**src/rtl/tlp_tx_reader.sv**
```systemverilog
// tlp_tx_reader: pops TLP dwords from a show-ahead buffer into a single
// registered output slot. The first dword of each packet is decoded to learn
// how many dwords the packet has, so sop/eop can be marked and packet
// boundaries tracked without any sideband from the buffer.
module tlp_tx_reader #(
    parameter int DATA_WIDTH = 32,
    parameter int CNT_WIDTH  = 16
) (
    input  logic                  clk,
    input  logic                  rst,
    input  logic                  fifo_empty,
    input  logic [DATA_WIDTH-1:0] fifo_data,
    output logic                  fifo_rd_en,
    output logic [DATA_WIDTH-1:0] tlp_data,
    output logic                  tlp_valid,
    input  logic                  tlp_ready,
    output logic                  tlp_sop,
    output logic                  tlp_eop,
    output logic                  busy,
    output logic                  pkt_done,
    output logic [CNT_WIDTH-1:0]  pkt_count
);

    typedef enum logic [0:0] {
        IDLE   = 1'b0,
        STREAM = 1'b1
    } state_t;

    state_t      state_r;
    logic [10:0] remain_r;
    logic        loadOk_s;
    logic        acceptEop_s;

    // Total dwords of a TLP from its DW0 fmt and length fields.
    // A zero length on a packet with data encodes the 1024-dword maximum.
    function automatic logic [10:0] tlpTotalDw(input logic [1:0] fmt,
                                               input logic [9:0] len);
        logic [10:0] hdrDw;
        logic [10:0] payDw;
        hdrDw = fmt[0] ? 11'd4 : 11'd3;
        if (fmt[1]) begin
            payDw = (len == 10'd0) ? 11'd1024 : {1'b0, len};
        end else begin
            payDw = 11'd0;
        end
        return hdrDw + payDw;
    endfunction

    // Pop strobe: the slot can take a new dword when empty or being drained.
    always_comb begin
        loadOk_s    = !tlp_valid || tlp_ready;
        acceptEop_s = tlp_valid && tlp_ready && tlp_eop;
        if (!rst) begin
            fifo_rd_en = 1'b0;
        end else begin
            fifo_rd_en = !fifo_empty && loadOk_s;
        end
    end

    // Packet framing FSM together with the output slot it loads.
    always_ff @(posedge clk or negedge rst) begin
        if (!rst) begin
            state_r   <= IDLE;
            remain_r  <= 11'd0;
            tlp_data  <= {DATA_WIDTH{1'b0}};
            tlp_valid <= 1'b0;
            tlp_sop   <= 1'b0;
            tlp_eop   <= 1'b0;
        end else if (fifo_rd_en) begin
            tlp_data  <= fifo_data;
            tlp_valid <= 1'b1;
            case (state_r)
                IDLE: begin
                    // Total is at least 3, so DW0 is never the last dword.
                    remain_r <= tlpTotalDw(fifo_data[30:29], fifo_data[9:0]) - 11'd1;
                    state_r  <= STREAM;
                    tlp_sop  <= 1'b1;
                    tlp_eop  <= 1'b0;
                end
                STREAM: begin
                    remain_r <= remain_r - 11'd1;
                    tlp_sop  <= 1'b0;
                    if (remain_r == 11'd1) begin
                        tlp_eop <= 1'b1;
                        state_r <= IDLE;
                    end else begin
                        tlp_eop <= 1'b0;
                        state_r <= STREAM;
                    end
                end
                default: begin
                    remain_r <= 11'd0;
                    state_r  <= IDLE;
                    tlp_sop  <= 1'b0;
                    tlp_eop  <= 1'b0;
                end
            endcase
        end else if (tlp_ready) begin
            // Slot drained with nothing to refill it; contents may go stale.
            tlp_valid <= 1'b0;
        end else begin
            // Downstream stalled: hold the slot exactly as it is.
            tlp_valid <= tlp_valid;
        end
    end

    // Completed-packet pulse and wrapping counter on eop acceptance.
    always_ff @(posedge clk or negedge rst) begin
        if (!rst) begin
            pkt_done  <= 1'b0;
            pkt_count <= {CNT_WIDTH{1'b0}};
        end else begin
            pkt_done <= acceptEop_s;
            if (acceptEop_s) begin
                pkt_count <= pkt_count + CNT_WIDTH'(1);
            end else begin
                pkt_count <= pkt_count;
            end
        end
    end

    assign busy = (state_r == STREAM);

endmodule

```
**config.mk**
```make
export PLATFORM = sky130hd
export DESIGN_NAME = tlp_tx_reader
export DESIGN_NICKNAME = d
export VERILOG_FILES = /design/src/rtl/tlp_tx_reader.sv
export SDC_FILE = /design/constraint.sdc
export NUM_CORES = 1
export LEC_CHECK = 0
export BUFFER_PORTS_ARGS = -buffer_cell sky130_fd_sc_hd__clkbuf_2
export CAP_MARGIN = 20
export CORE_ASPECT_RATIO = 1.5
export CORE_MARGIN = 2
export CORE_UTILIZATION = 56
export CTS_CLUSTER_DIAMETER = 120
export DETAILED_ROUTE_END_ITERATION = 8
export GPL_TIMING_DRIVEN = 0
export HOLD_SLACK_MARGIN = 0.02
export PLACE_DENSITY = 0.92
export SYNTH_ARGS = -nofsm -noshare
export SYNTH_HDL_FRONTEND = slang
export SYNTH_SLANG_ARGS = --single-unit
export TNS_END_PERCENT = 50
```
**constraint.sdc**
```tcl
create_clock -name clk -period 4 [get_ports clk]
set_input_delay 0.2 -clock clk [delete_from_list [all_inputs] [get_ports clk]]
set_output_delay 0.2 -clock clk [all_outputs]
set_load 0.1 [all_outputs]
```
# Yosys cells after proc, flatten, opt, wreduce, memory -nomap -nowiden
# Cells that the tools add are included.
word_totals:
  elab_cells: 36
  regBits: 64
op_classes:
  n_reduce_logical: 8
  muxes: 14
  eq_ne: 1
  bitwise_logic: 1
  addsub: 4
ops:
  columns: ["op", "count"]
  rows:
  - ["11-bit 2-to-1 mux", 4]
  - ["11-bit one-hot mux with 2 select lines", 1]
  - ["11-bit by 1-bit subtractor with 11-bit output, second input constant", 2]
  - ["16-bit by 1-bit adder with 16-bit output, second input constant", 1]
  - ["3-bit by 11-bit adder with 11-bit output", 1]
  - ["11-bit by 1-bit equality test with 1-bit output, second input constant", 1]
  - ["10-bit zero test", 1]
  - ["1-bit one-hot mux with 2 select lines", 3]
  - ["1-bit 2-to-1 mux", 5]
  - ["1-bit logical AND", 3]
  - ["3-bit 2-to-1 mux", 1]
  - ["1-bit zero test", 2]
  - ["2-bit nonzero test", 1]
  - ["1-bit logical OR", 1]
  - ["1-bit inverter", 1]

# Longest topological paths before layout
# Gate-level depths: netlist (run 1).
depth:
  ltp_word: 8
  ltp_mapped: 12

# Worst setup path before layout (run 1)
# No wires, ideal clock.
synth_timing:
  path_type: "register to register"
  from: "register tlp_valid"
  to: "register tlp_data[21]"
  setup_ns: 0.069
  stages_incl_launch_ff: 7
  path_slack_ns: 1.489
  arrival_ns: 2.443
  period_less_slack_ns: 2.511
  path_cell_list: "dfrtp_1 -> nand2b_1 -> nand2b_1 -> inv_2 -> buf_1 -> nand2_1 -> nand2_1"
synth_via:
  elab_chain_len: 4
synth_rtl:
  columns: ["item", "line_no", "rtl"]
  rows:
  - ["start, declared", "15", "output logic tlp_valid,"]
  - ["start signal, assigned", "103", "tlp_valid <= tlp_valid;"]
  - ["1-bit zero test", "51", "loadOk_s = !tlp_valid || tlp_ready;"]
  - ["1-bit logical OR", "51", null]
  - ["1-bit logical AND", "56", "fifo_rd_en = !fifo_empty && loadOk_s;"]
  - ["1-bit 2-to-1 mux", "53", "if (!rst) begin"]
  - ["via fifo_rd_en", "13", "output logic fifo_rd_en,"]
  - ["end signal, assigned", "65", "tlp_data <= {DATA_WIDTH{1'b0}};"]
  - ["end signal, assigned", "70", "tlp_data <= fifo_data;"]
  - ["end, declared", "14", "output logic [DATA_WIDTH-1:0] tlp_data,"]
# The timed path passes the listed nets, and every way through them passes these cells.
# A chain may end at the register's enable or synchronous reset.

# Final worst setup path (run 1)
layout_timing:
  from: "input port rst"
  to: "output port fifo_rd_en"
layout_via:
  elab_chain_len: 1
layout_rtl:
  columns: ["item", "line_no", "rtl"]
  rows:
  - ["start, declared", "10", "input logic rst,"]
  - ["1-bit 2-to-1 mux", "53", null]
  - ["end, declared", "13", null]
# Every way passes these cells.

==> metrics.txt, run 1 <==
CP endpoint kind=output port; CTS root buf=clkbuf_8; clock buffer count from CTS=9; filler cell count=453; Syn. warnings=0; Design Power=2.45 mW; vias in the first global route=3,018; synthesis-to-finish area growth=22.2%; Total GRT Usage=26.0%; CTS tree=yes; startpoint types=input port; ys flop type=dfrtp_1; max-slew violations=0; placed insts=522; Hold Slack=0.0476 ns; number of synthesized register bits=64; die width=66.1 microns; Lkg Pwr=2.16 nW; fin nets=516; clk slew on worst S/H paths=0.07 ns; antenna-violating nets left=0; most frequent CP cell=nand2b_1; io pins=90; number of port buffers=89; slew at the pin closest to its max-slew limit=0.874 ns; Final min period=3.23 ns; Synth Net Count=415; Avg Vias per Cell=5.36; maximum root-to-sink buffer count=2; type of the worst min-delay path=input port to flop; PnR worst setup slack=0.766 ns; Mapped Cells=363; initial antenna violation count=0; total number of vias=2,884; Synth Area in Adders=6.41%; setup_tns=0 ns; slowest CP cell=clkbuf_4; post-synthesis simple-gate area fraction=23.8%; max capacitance violation total=0; kind of critical path=input port to output port; count of final setup violators=0; Synth Area in XOR/XNOR=5.94%; ANT cells=0; crit path max fanout=65; Worst slew margin=41.8%; pre-CTS WS=1.21 ns; Final period util=80.9%; Final Hold Viols=0; largest family of logic cells by synthesized area=simple AND/OR/NAND/NOR gates; Avg WL per Cell=14.5 microns; crit path cell chain=dlygate4sd3_1 -> clkbuf_4 -> nand2b_1 -> nand2b_1 -> inv_2 -> buf_1 -> clkbuf_2; status=finished, final reports clean; dpl hpwl=5910 microns; postcts setup bufs=0; Post-Route WL=7800 microns; Arr. time, crit path=3.03 ns; starting density of the core=58.6%; Worst-Skew Late Latency=0.34 ns; GRT overflow=0; die area=6430 sq um; RSZ-0062 raised after global routing=false; CP required=3.80 ns; Synth area leaders=dfrtp_1, nand2_1, ha_1; Synth Area per Inst=8.93 sq um; worst vdd ir=0.408 mV; CTS sink count=64; post-synth top area cell=dfrtp_1; Non-Filler Instances=538; Post-synth EDFFs=0; pwr/cell area=618 nW/um^2; Core Area=5530 sq um; global-route wire length before repair=13,100 microns; crit-path max cell delay=0.69 ns; cts repair resizes=0; Seq/Total Area, Yosys=49.4%; Final Util=71.6%; Final GP Congestion=0.883; H-tree depth=3; post-synth top area share=49.4%; largest net degree at the start of global routing=66; post-synthesis mux area share=1.58%; Design Area, Final=3960 sq um; complex-gate fraction of the synthesized area=9.42%; dpl cell area=3780 sq um; Async SR Flop Fraction=100%; die span in y=97.2 microns; Residual DRC=0; layout cells sized above 1=24.4%; DR pass1 iterations=4; Row Count=33; fmax=309 MHz; initial drt markers=184; Synth cell types=43; Synth Cell Area=3240 sq um; final clock skew=0.0117 ns
cell usage after synthesis (2+ instances only):
cell and n:
o21ai_1 7, and3_1 2, clkbuf_1 6, o21bai_1 2, inv_2 2, nand4_1 3
and4_1 2, xor2_1 8, a21oi_1 16, nand2b_1 5, nand3_1 17, buf_1 3
nor3_2 2, nor2_1 15, mux2i_1 4, ha_1 15, o22ai_1 4, inv_1 15
nor3_1 4, a221oi_1 2, dfrtp_1 64, nand2_1 121, o21ai_0 8, a21o_1 2
xnor2_1 14, buf_2 3
critical path: cells and delay by family:
family / cells / cell delay [ns]
buffers and inverters: 5 / 2.32
AND/OR/NAND/NOR: 2 / 0.48
final cells by class:
class / instances / area, sq um / share of cell area [%]
multi-input combinational: 270 / 1530 / 38.6
timing repair buffer: 90 / 458 / 11.6
clock inverter: 3 / 17.5 / 0.442
clock buffer: 12 / 155 / 3.92
tap: 70 / 87.6 / 2.21
buffer: 12 / 48.8 / 1.23
inverter: 17 / 63.8 / 1.61
sequential: 64 / 1600 / 40.4
per-layer routing:
layer | track usage, % | share of wire (%) | wire, microns
met1 | 29.2 | 41 | 3170
met2 | 46.6 | 54 | 4190
met3 | 6.26 | 4.2 | 329
met4 | 9.11 | 1.4 | 110
met5 | 0 | 0 | 0
layout by cell type (no fill, tap or decap), drive strengths merged, types with 2 or more instances in the layout:
cell type	n
and4	2
dfrtp	64
o21bai	2
clkinv	2
and3	2
nand3	17
clkbuf	107
ha	15
nand2	121
mux2i	4
xor2	8
a21o	2
a221oi	3
nor3	6
or4	2
o21ai	15
o22ai	4
nand4	3
nor2	15
a21oi	16
buf	6
xnor2	14
nor3b	2
inv	17
nand2b	5
registers in the layout, summed over array words and instances (netlist names):
register   count
pkt_done       1
busy           1
tlp_eop        1
tlp_sop        1
tlp_valid      1
remain_r      11
pkt_count     16
tlp_data      32
power by group:
| part | internal, mW | switching, mW | leakage (nW) |
|---|---|---|---|
| clock network | 0.253 | 0.244 | 0.0882 |
| registers | 0.760 | 0.0991 | 0.824 |
| logic | 0.250 | 0.841 | 1.24 |
cells by family (layout without fill, tap and decap cells):
logic type	count (synthesis)	after routing
XOR/XNOR	22	22
multiplexers	5	5
AO/OA/AOI/OAI	50	50
flip-flops	64	64
AND/OR/NAND/NOR	177	177
buffers and inverters	29	134
adder cells (fa/ha/maj)	16	16
worst paths after layout:
| check | start | endpoint | slack (ns) | cells after the start |
|---|---|---|---|---|
| hold reg to reg | tlp_data[10] | tlp_data[10] | 0.48 | 2 |
| setup / recovery | rst | fifo_rd_en | 0.77 | 7 |
| min in group asynchronous | rst | tlp_data[27] | 0.53 | 2 |
| max in group asynchronous | rst | tlp_data[7] | 2.90 | 2 |
| hold / removal | fifo_data[10] | tlp_data[10] | 0.05 | 3 |
| setup reg to reg | remain_r[0] | remain_r[6] | 2.20 | 7 |
repair_timing:
action | in CTS | in global routing
hold buffers | 1 | 0
endpoints found under the setup margin | 0 | 0
endpoints found under the hold margin | 5 | 0
Note: power is estimated with default switching activity, not from simulation.
==> run 2: changes to the inputs <==
- CORE_UTILIZATION: 56 -> 52
- PLACE_DENSITY: 0.92 -> 0.86
- clock period: 4 -> 3.3 ns (I/O delays scaled with it)
==> metrics.txt, run 2 (synthesis gave the netlist of run 1 again) <==
crit-path max cell delay=0.44 ns (-0.25 ns); count of final setup violators=0 (unchanged); io pins=90 (unchanged); clock buffer count from CTS=9 (unchanged); delay-heaviest family, CP=adder cells; Non-Filler Instances=561 (+4.3%); max-slew violations=0 (unchanged); pwr/cell area=765 nW/um^2 (+24%); Residual DRC=0 (unchanged); CTS sink count=64 (unchanged); cts repair resizes=0 (unchanged); filler cell count=448 (-1.1%); DR pass1 iterations=7 (+3); vias in the first global route=2,990 (-0.93%); clk slew on worst S/H paths=0.07 ns (about the same); dpl hpwl=5690 microns (-3.6%); CP endpoint kind=flop; Core Area=6090 sq um (+10%); fin nets=534 (+3.5%); GRT overflow=0 (unchanged); Final period util=80.2%; CTS tree=yes; Final GP Congestion=0.884 (+0.17%); postcts setup bufs=0 (unchanged); H-tree depth=3 (unchanged); starting density of the core=53.3% (-5.3 points); Row Count=35 (+6.1%); slowest CP cell=fa_1; Arr. time, crit path=2.86 ns (-0.17 ns); CP required=3.51 ns (-0.29 ns); maximum root-to-sink buffer count=2 (unchanged); CTS Hold Bufs=19 (+18); global-route wire length before repair=13,500 microns (+2.5%); CTS root buf=clkbuf_8; max capacitance violation total=0 (unchanged); initial drt markers=154 (-16%); fmax=378 MHz; status=finished, final reports clean; RSZ-0062 raised after global routing=false; total number of vias=3,073 (+6.6%); crit path max fanout=10 (-85%); setup_tns=0 ns (unchanged); Post-Route WL=8480 microns (+8.7%); die area=6890 sq um (+7.3%); number of port buffers=89 (unchanged); biggest regs=tlp_data: 32 flops, pkt_count: 16 flops, remain_r: 11 flops; Total GRT Usage=26.2% (+0.10 points); placed insts=526 (+0.77%); Final Hold Viols=0 (unchanged); commonest non-fill, non-tap cell in the layout=nand2_1; Worst slew margin=62.0% (+20 points); initial antenna violation count=0 (unchanged); Worst-Skew Late Latency=0.35 ns (about the same); worst vdd ir=0.450 mV (+10%); ANT cells=0 (unchanged); Final min period=2.65 ns; type of the worst min-delay path=input port to flop; die width=68.5 microns (+3.5%); final clock skew=0.0118 ns (+0.000126 ns); die span in y=101 microns (+3.6%); number of flip-flops in the largest register=32 (unchanged); kind of critical path=input port to flop; layout cells sized above 1=24.0% (-0.33 points); startpoint types=input port; crit path cell chain=clkbuf_2 -> clkbuf_1 -> nand2_1 -> ha_1 -> inv_1 -> ha_1 -> fa_1 -> a211oi_1 -> o21bai_1 -> nor3_1 -> o21bai_1 -> xnor2_1 -> a21oi_1; Most flops, register=tlp_data; synthesis-to-finish area growth=30.9%; Avg WL per Cell=15.1 microns (+4.2%); Lkg Pwr=2.28 nW (+5.5%); slew at the pin closest to its max-slew limit=0.573 ns (-0.301 ns); most frequent cells in the layout=nand2_1, clkbuf_2, dfrtp_1; antenna-violating nets left=0 (unchanged); largest net degree at the start of global routing=65 (-1.5%); Avg Vias per Cell=5.48 (+2.2%); Buf/Inv on CP=3 (-2)
==> run 2: cell count changes in the layout (fill, tap and decap cells not counted) <==
cell | before | now
buf_16 | 0 | 1
bufinv_16 | 0 | 3
clkbuf_1 | 7 | 6
clkbuf_8 | 11 | 10
clkinv_2 | 2 | 0
clkinv_4 | 0 | 1
dlygate4sd3_1 | 1 | 18
inv_6 | 0 | 1
==> run 2: final cells by class <==
class                   instances  area, sq um  area share, %
plain buffers                  12         48.8           1.15
clock buffers                  10          138           3.24
clock inverters                 6          115           2.71
inverters                      17         63.8           1.50
multi-input cells             270         1530           36.0
flip-flops and latches         64         1600           37.7
well taps                      74         92.6           2.18
repair buffers                108          656           15.5
==> run 2: worst register-to-register path, stage by stage, from the launching register on <==
cell	delay [ns]
dfrtp_1	0.40
nand2b_1	0.11
nand2b_1	0.18
inv_2	0.20
buf_2	0.25
clkbuf_1	0.41
nand2_1	0.15
nand2_1	0.09
==> run 2: final timing paths <==
kind / start / to / slack [ns] / cells after the start
max: fifo_data[30] / remain_r[9] / 0.65 / 13
min: fifo_data[15] / tlp_data[15] / 0.03 / 3
max reg2reg: tlp_valid / tlp_data[12] / 1.45 / 7
min reg2reg: pkt_count[15] / pkt_count[15] / 0.47 / 1
max in group asynchronous: rst / remain_r[8] / 2.65 / 3
min in group asynchronous: rst / tlp_data[22] / 0.39 / 3
==> run 2: report_power, final <==
part / internal, mW / switching, mW
combinational: 0.321 / 1.03
sequential: 0.921 / 0.122
clock: 0.526 / 0.326
total: 1.77 / 1.48
==> run 2: metrics by stage <==
stage / instance area (sq um) / setup slack [ns] / total power, mW / hold slack [ns] / util, %
2_1_floorplan: 3240 / 0.789 / 2.10 / -0.131 / -
3_3_place_gp: 3780 / 0.0638 / 2.33 / 0.356 / 62.1
3_5_place_dp: 3780 / 0.462 / 2.36 / 0.358 / 62.1
4_1_cts: 4240 / 0.730 / 3.24 / 0.0247 / 69.7
5_1_grt: 4240 / 0.432 / 3.40 / 0.0243 / 69.7
6_report: 4240 / 0.653 / 3.24 / 0.0306 / 69.7
==> run 2: metal layers <==
metal	GRT usage, %	vias up	wire length [microns]
met5	0	-	0
met4	13.2	0	298
met3	5.81	31	441
met2	45.6	117	4520
met1	28.7	1481	3220
li1	-	1444	-
